<file path="src/rtl/v_pkg.sv">
// Shared definitions for the vector lane sequencer: word width, FSM states
// and the functional-unit select encoding.
package v_pkg;

  localparam int WORD_W = 32;

  typedef enum logic [1:0] {
    IDLE,
    ISSUE,
    DRAIN,
    DONE
  } state_t;

  localparam logic UNIT_ALU = 1'b0;
  localparam logic UNIT_MUL = 1'b1;

endpackage

</file>
<file path="src/rtl/v_result_buf.sv">
// Group-wide result buffer: one slot per beat, cleared at the start of an
// operation and written one slot at a time as lane results return.
module v_result_buf #(
  parameter int SLOTS  = 4,
  parameter int SLOT_W = 128,
  parameter int IW     = 2
) (
  input  logic                    clk,
  input  logic                    rst,
  input  logic                    i_clear,
  input  logic                    i_we,
  input  logic [IW-1:0]           i_idx,
  input  logic [SLOT_W-1:0]       i_data,
  output logic [SLOTS*SLOT_W-1:0] o_buf
);

  logic [SLOT_W-1:0] r_slot [SLOTS];

  always_ff @(posedge clk or posedge rst) begin
    if (rst) begin
      for (int i = 0; i < SLOTS; i++) r_slot[i] <= '0;
    end else if (i_clear) begin
      for (int i = 0; i < SLOTS; i++) r_slot[i] <= '0;
    end else if (i_we) begin
      r_slot[i_idx] <= i_data;
    end
  end

  for (genvar g = 0; g < SLOTS; g++) begin : g_pack
    assign o_buf[g*SLOT_W +: SLOT_W] = r_slot[g];
  end

endmodule

</file>
<file path="src/rtl/v_lane_seq.sv">
// Lane sequencer: slices a register group into beats, issues one beat per
// cycle to the ALU or MUL lanes and gathers in-order lane results.
module v_lane_seq
  import v_pkg::*;
#(
  parameter int NUM_LANES = 4,
  parameter int VLEN      = 128,
  parameter int NUM_REGS  = 4,
  parameter int RCW       = $clog2(NUM_REGS) + 1
) (
  input  logic                      clk,
  input  logic                      nrst,
  input  logic                      in_valid,
  output logic                      in_ready,
  input  logic [5:0]                op_instr,
  input  logic                      unit_sel,
  input  logic [2:0]                vsew,
  input  logic [RCW-1:0]            reg_cnt,
  input  logic [NUM_REGS*VLEN-1:0]  op_A,
  input  logic [NUM_REGS*VLEN-1:0]  op_B,
  output logic [NUM_LANES*32-1:0]   lane_op_A,
  output logic [NUM_LANES*32-1:0]   lane_op_B,
  output logic [5:0]                lane_op_instr,
  output logic [2:0]                lane_vsew,
  output logic                      lane_alu_valid,
  output logic                      lane_mul_valid,
  input  logic [NUM_LANES*32-1:0]   lane_res,
  input  logic                      lane_res_valid,
  output logic                      out_valid,
  input  logic                      out_ready,
  output logic [NUM_REGS*VLEN-1:0]  result,
  output logic                      err_spurious
);

  localparam int BEAT_W        = NUM_LANES * WORD_W;
  localparam int BEATS_PER_REG = VLEN / BEAT_W;
  localparam int MAX_BEATS     = NUM_REGS * BEATS_PER_REG;
  localparam int BCW           = $clog2(MAX_BEATS + 1);
  localparam int IW            = (MAX_BEATS > 1) ? $clog2(MAX_BEATS) : 1;
  localparam int GRP_W         = NUM_REGS * VLEN;
  localparam logic [RCW-1:0] MAX_REGS = RCW'(NUM_REGS);

  state_t             r_state, w_next_state;
  logic [5:0]         r_instr;
  logic [2:0]         r_vsew;
  logic               r_unit;
  logic [GRP_W-1:0]   r_opA, r_opB;
  logic [BCW-1:0]     r_beats, r_issue_cnt, r_ret_cnt;
  logic               r_err;

  logic [RCW-1:0]     w_regs;
  logic [BCW-1:0]     w_beats, w_issue_idx, w_ret_next;
  logic               w_accept, w_res_accept;
  logic [BEAT_W-1:0]  w_beat_a [MAX_BEATS];
  logic [BEAT_W-1:0]  w_beat_b [MAX_BEATS];

  // Out-of-range register counts are folded into 1..NUM_REGS before sizing.
  always_comb begin
    w_regs = reg_cnt;
    if (reg_cnt == '0) w_regs = RCW'(1);
    else if (reg_cnt > MAX_REGS) w_regs = MAX_REGS;
  end

  assign w_beats      = BCW'(w_regs) * BCW'(BEATS_PER_REG);
  assign w_accept     = (r_state == IDLE) && in_valid;
  assign w_res_accept = lane_res_valid && (r_state == ISSUE || r_state == DRAIN)
                        && (r_ret_cnt != r_issue_cnt);
  assign w_ret_next   = r_ret_cnt + BCW'(1);

  // Once every beat has gone out, keep presenting the last one.
  always_comb begin
    w_issue_idx = r_issue_cnt;
    if (r_issue_cnt != '0 && r_issue_cnt >= r_beats) w_issue_idx = r_issue_cnt - BCW'(1);
  end

  for (genvar g = 0; g < MAX_BEATS; g++) begin : g_beat
    assign w_beat_a[g] = r_opA[g*BEAT_W +: BEAT_W];
    assign w_beat_b[g] = r_opB[g*BEAT_W +: BEAT_W];
  end

  assign lane_op_A     = w_beat_a[IW'(w_issue_idx)];
  assign lane_op_B     = w_beat_b[IW'(w_issue_idx)];
  assign lane_op_instr = r_instr;
  assign lane_vsew     = r_vsew;
  assign err_spurious  = r_err;

  always_ff @(posedge clk or posedge nrst) begin
    if (nrst) r_state <= IDLE;
    else      r_state <= w_next_state;
  end

  always_comb begin
    w_next_state = r_state;
    case (r_state)
      IDLE:    if (in_valid) w_next_state = ISSUE;
      ISSUE:   if (r_issue_cnt == r_beats - BCW'(1)) w_next_state = DRAIN;
      DRAIN:   if (w_res_accept && w_ret_next == r_beats) w_next_state = DONE;
      DONE:    if (out_ready) w_next_state = IDLE;
      default: w_next_state = IDLE;
    endcase
  end

  always_comb begin
    in_ready       = (r_state == IDLE);
    out_valid      = (r_state == DONE);
    lane_alu_valid = (r_state == ISSUE) && (r_unit == UNIT_ALU);
    lane_mul_valid = (r_state == ISSUE) && (r_unit == UNIT_MUL);
  end

  always_ff @(posedge clk or posedge nrst) begin
    if (nrst) begin
      r_instr     <= '0;
      r_vsew      <= '0;
      r_unit      <= UNIT_ALU;
      r_opA       <= '0;
      r_opB       <= '0;
      r_beats     <= '0;
      r_issue_cnt <= '0;
      r_ret_cnt   <= '0;
      r_err       <= 1'b0;
    end else begin
      if (w_accept) begin
        r_instr     <= op_instr;
        r_vsew      <= vsew;
        r_unit      <= unit_sel;
        r_opA       <= op_A;
        r_opB       <= op_B;
        r_beats     <= w_beats;
        r_issue_cnt <= '0;
        r_ret_cnt   <= '0;
      end else begin
        if (r_state == ISSUE) r_issue_cnt <= r_issue_cnt + BCW'(1);
        if (w_res_accept) r_ret_cnt <= w_ret_next;
      end
      r_err <= lane_res_valid && !w_res_accept;
    end
  end

  v_result_buf #(
    .SLOTS (MAX_BEATS),
    .SLOT_W(BEAT_W),
    .IW    (IW)
  ) u_result_buf (
    .clk    (clk),
    .rst    (nrst),
    .i_clear(w_accept),
    .i_we   (w_res_accept),
    .i_idx  (IW'(r_ret_cnt)),
    .i_data (lane_res),
    .o_buf  (result)
  );

endmodule
</file>
<file path="config.mk">
export PLATFORM = sky130hd
export DESIGN_NAME = v_lane_seq
export DESIGN_NICKNAME = d
export VERILOG_FILES = /design/src/rtl/v_pkg.sv /design/src/rtl/v_result_buf.sv /design/src/rtl/v_lane_seq.sv
export SDC_FILE = /design/constraint.sdc
export NUM_CORES = 2
export LEC_CHECK = 0
export CAP_MARGIN = 20
export CORE_AREA = 2 2 764 766
export CTS_CLUSTER_SIZE = 28
export DETAILED_ROUTE_END_ITERATION = 7
export DIE_AREA = 0 0 766 768
export SLEW_MARGIN = 20
export SYNTH_ARGS = -nofsm -noshare
export SYNTH_HDL_FRONTEND = slang
export SYNTH_HIERARCHICAL = 1
export SYNTH_SLANG_ARGS = --single-unit
</file>
<file path="constraint.sdc">
create_clock -name clk -period 35 [get_ports clk]
set_clock_uncertainty 0.2 [all_clocks]
set_input_delay 7 -clock clk [delete_from_list [all_inputs] [get_ports clk]]
set_output_delay 7 -clock clk [all_outputs]
set_load 0.005 [all_outputs]
</file>
==> results.ini <==
[timing]
setup_ws_ns=21.53
finalMaxSlewViolations=0
post-route-period-util_pct=38.5
relSlewSlack_pct=19.5
timing.setup.tns_ns=0
fin_hold_ws_ns=0.274
worst_pin_slew_ns=1.21
finalHoldViolCount=0
fin_crit_ns=13.47
rsz0062_at_grt=no
max_clock_freq_mhz=74.3
finalSetupViolCount=0

[logic_synthesis]
ys.flop_type=dfrtp_1
ys_warn_count=6
syn_nets=9210
synthArstFlopShare_pct=100
synth_edf_count=0
yosysUniqueCellTypes=42
ys_ff_latch=1558
avgSynthCellArea_um2=9.35
syn-cell-area_mm2=0.0751
syn_inst=8029
yosysSeqAreaShare_pct=51.9

[critical_path]
slowest_stage=buf_4
timing.rr.start=r_state[0]$_DFFE_PP0P_
crit_required_ns=27.80
crit_top_cell=buf_4
path_depth=9
reg2reg_setup_slack_ns=29.75
crit_chain=inv_8 -> ha_1 -> nand2b_1 -> a211o_1 -> nand2_4 -> buf_4 -> buf_4 -> o221a_1 -> clkdlybuf4s50_1
cp_data_arrival_time_ns=6.27
r2r_cells=10
critPathTopFamily=buffers and inverters
critical_path.max_stage_delay_ns=0.77
worstSetupEndpointType=primary output
critPathMaxFanout=60
critPathLaunchType=register
path_buf_inv=4
worstReg2RegEnd=u_result_buf/o_buf[465]$_DFFE_PP0P_
critical_path_class=reg -> out

[layout]
multi_input_area_mm2=0.0334
fin_cells=17800
drive_gt1_share_pct=6.84
area_growth_pct=46.9
nFillCells=64300
ff_latch_area_mm2=0.0390
finalNetCount=10900
design_area_mm2=0.110

[pwr]
p_seq_share_pct=27.9
switching_power_mw=5.15
power.internal_mw=6.69
peakVddDrop_uv=78.3
power.switching_fraction_pct=43.5
combPwrFrac_pct=53.2
p_leak_nw=50.9
power.density_mw_per_mm2=107
clockPowerShare_pct=18.9

[detailed_routing]
drt.antenna.violating_nets=0
first_iter_violations=5638
wl_um=535000
num_vias=68200
drc=0
wl_per_cell_um=30.0
viasPerCell=3.83
drt_pre_antenna_iters=6

[global_routing]
grtUsageMet1_pct=19.3
grt_max_degree=198
antenna_found_initial=466
busiest_layer=met2
overflow=0
grtUsageMet3_pct=7.39
met2_usage_pct=28.6
globalRouteTotalUtil_pct=17.4
grt_pass1_wl_um=686000
grt_pass1_vias=67600

[place]
post-place-ws_ns=22.27
post_dp_cell_area_mm2=0.103
portBuffers=1951
gp_congestion=0.917
dp_cells=17300
dp_hpwl_um=433000

[worst_hold_path]
min-delay-start=r_opA[236]$_DFFE_PP0P_
min_path_type=reg -> reg
hold_depth=2
hold_end=r_opA[236]$_DFFE_PP0P_

[clock_tree]
cts_made_buffers=204
h-tree-depth=4
cts_tree=yes
ctsHoldBuffers=0
clock-root-buffer=clkbuf_16
cts_sinks=1558
worstSkewPairLatency_ns=0.90
cts_buffer_depth=4
clk_pin_slew_ns=0.06
cts_resized=0
post_cts_buffers=0

[floorplanning]
start_util_pct=13.0
fp.dieH_um=768
io_pins=1952
die_width_um=766
coreArea_mm2=0.580
die-area_mm2=0.588
rows=280

[job]
cap_violations=0

[outcome]
status=finished, final reports clean

## sequential cells by signal, indices dropped and copies added (netlist names)
register and cells:
u_result_buf/o_buf 512, lane_vsew 3, lane_op_instr 6, err_spurious 1, r_opB 512, r_issue_cnt 3, r_opA 512, r_ret_cnt 3
r_state 2, r_beats 3, r_unit 1
## stage by stage
stage | power [mW] | util [%]
2_1_floorplan | 6.07 | -
3_3_place_gp | 9.64 | 17.7
3_5_place_dp | 9.66 | 17.7
4_1_cts | 12.0 | 19.0
5_1_grt | 12.5 | 19.0
6_report | 11.8 | 19.0
## power groups by stage
stage                     sequential, mW  combinational (mW)  clock [mW]
final                               3.31                6.30        2.23
after global routing                3.39                6.75        2.38
after CTS                           3.31                6.37        2.31
after detailed placement            3.33                6.33           0
after global placement              3.32                6.32           0
after floorplan                     3.00                3.07           0
## routing by layer
layer	routed length (um)	vias up
met5	1410	-
met4	29000	220
met3	54400	1092
met2	251000	3119
met1	199000	34000
li1	-	29800
## cells in the mapped netlist, types with 2 or more instances
library cell | number | area [um2]
a21oi_1 | 433 | 2170
inv_2 | 2 | 7.51
nor2b_1 | 2 | 12.5
and3b_1 | 2 | 17.5
nor4_1 | 84 | 526
o211ai_1 | 2 | 15.0
nor2_1 | 102 | 383
mux2_2 | 96 | 1080
buf_1 | 29 | 109
xnor2_1 | 10 | 87.6
o221a_1 | 60 | 676
ha_1 | 11 | 138
dfrtp_1 | 1558 | 39000
xor2_1 | 2 | 17.5
mux2i_1 | 917 | 9180
nand3b_1 | 3 | 22.5
a21o_1 | 3 | 22.5
o221a_2 | 34 | 383
nand4_1 | 4 | 25.0
buf_6 | 21 | 236
o21ai_0 | 6 | 30.0
clkbuf_1 | 390 | 1460
a211oi_1 | 2 | 15.0
buf_2 | 132 | 661
o22ai_1 | 95 | 594
nand2b_1 | 641 | 4010
and2_1 | 2 | 12.5
buf_4 | 4 | 30.0
inv_1 | 90 | 338
mux4_2 | 77 | 1730
nand2_1 | 3204 | 12000
## worst max-delay path by stage
stage	to	from	slack [ns]
detailed placement	lane_op_B[92]	r_issue_cnt[0]$_DFFE_PP0P_	22.27
global placement	lane_op_B[92]	r_issue_cnt[0]$_DFFE_PP0P_	22.17
global route	lane_op_B[119]	r_issue_cnt[0]$_DFFE_PP0P_	21.14
floorplan	err_spurious$_DFF_PP0_	nrst	13.38
finish	lane_op_B[121]	r_issue_cnt[0]$_DFFE_PP0P_	21.53
CTS	lane_op_B[92]	r_issue_cnt[0]$_DFFE_PP0P_	21.20
## layout by cell type, fill, tap and decap left out, types with 4 or more instances in the layout
| cell type | instances |
|---|---|
| a21oi_1 | 433 |
| buf_12 | 10 |
| buf_4 | 95 |
| bufinv_16 | 15 |
| clkbuf_1 | 32 |
| clkbuf_16 | 204 |
| clkbuf_8 | 43 |
| clkdlybuf4s50_1 | 1951 |
| clkinv_16 | 7 |
| clkinv_2 | 39 |
| clkinv_4 | 9 |
| clkinvlp_4 | 10 |
| dfrtp_1 | 1556 |
| diode_2 | 162 |
| ha_1 | 10 |
| inv_1 | 88 |
| inv_6 | 6 |
| inv_8 | 4 |
| mux2_2 | 96 |
| mux2i_1 | 917 |
| mux4_2 | 77 |
| nand2_1 | 3200 |
| nand2_4 | 4 |
| nand2b_1 | 641 |
| nand4_1 | 4 |
| nor2_1 | 102 |
| nor4_1 | 83 |
| o21ai_0 | 6 |
| o221a_1 | 60 |
| o221a_2 | 34 |
| o22ai_1 | 95 |
| xnor2_1 | 10 |
## logic make-up after synthesis
| family | synth area share (%) |
|---|---|
| muxes | 16.0 |
| DFF | 51.9 |
| adders and majority gates | 0.183 |
| xor gates and xnor gates | 0.172 |
| and+or+nand+nor | 22.7 |
| buffers and inverters | 3.79 |
| AOI/OAI and AO/OA | 5.27 |
## worst min-delay path, delay by kind of cell, from the launching register on
kind / cells / cell delay (ns)
simple gates: 2 / 0.10
flops: 1 / 0.34
## final cells by class
| class | count | share of cell area, % |
|---|---|---|
| Clock inverter | 91 | 1.05 |
| Timing Repair Buffer | 2060 | 18.6 |
| Tap cell | 7755 | 8.80 |
| Antenna cell | 162 | 0.367 |
| Multi-Input combinational cell | 5802 | 30.2 |
| Sequential cell | 1558 | 35.3 |
| Inverter | 93 | 0.340 |
| Clock buffer | 279 | 5.27 |
No activity file was read; power rests on OpenSTA's default activity.
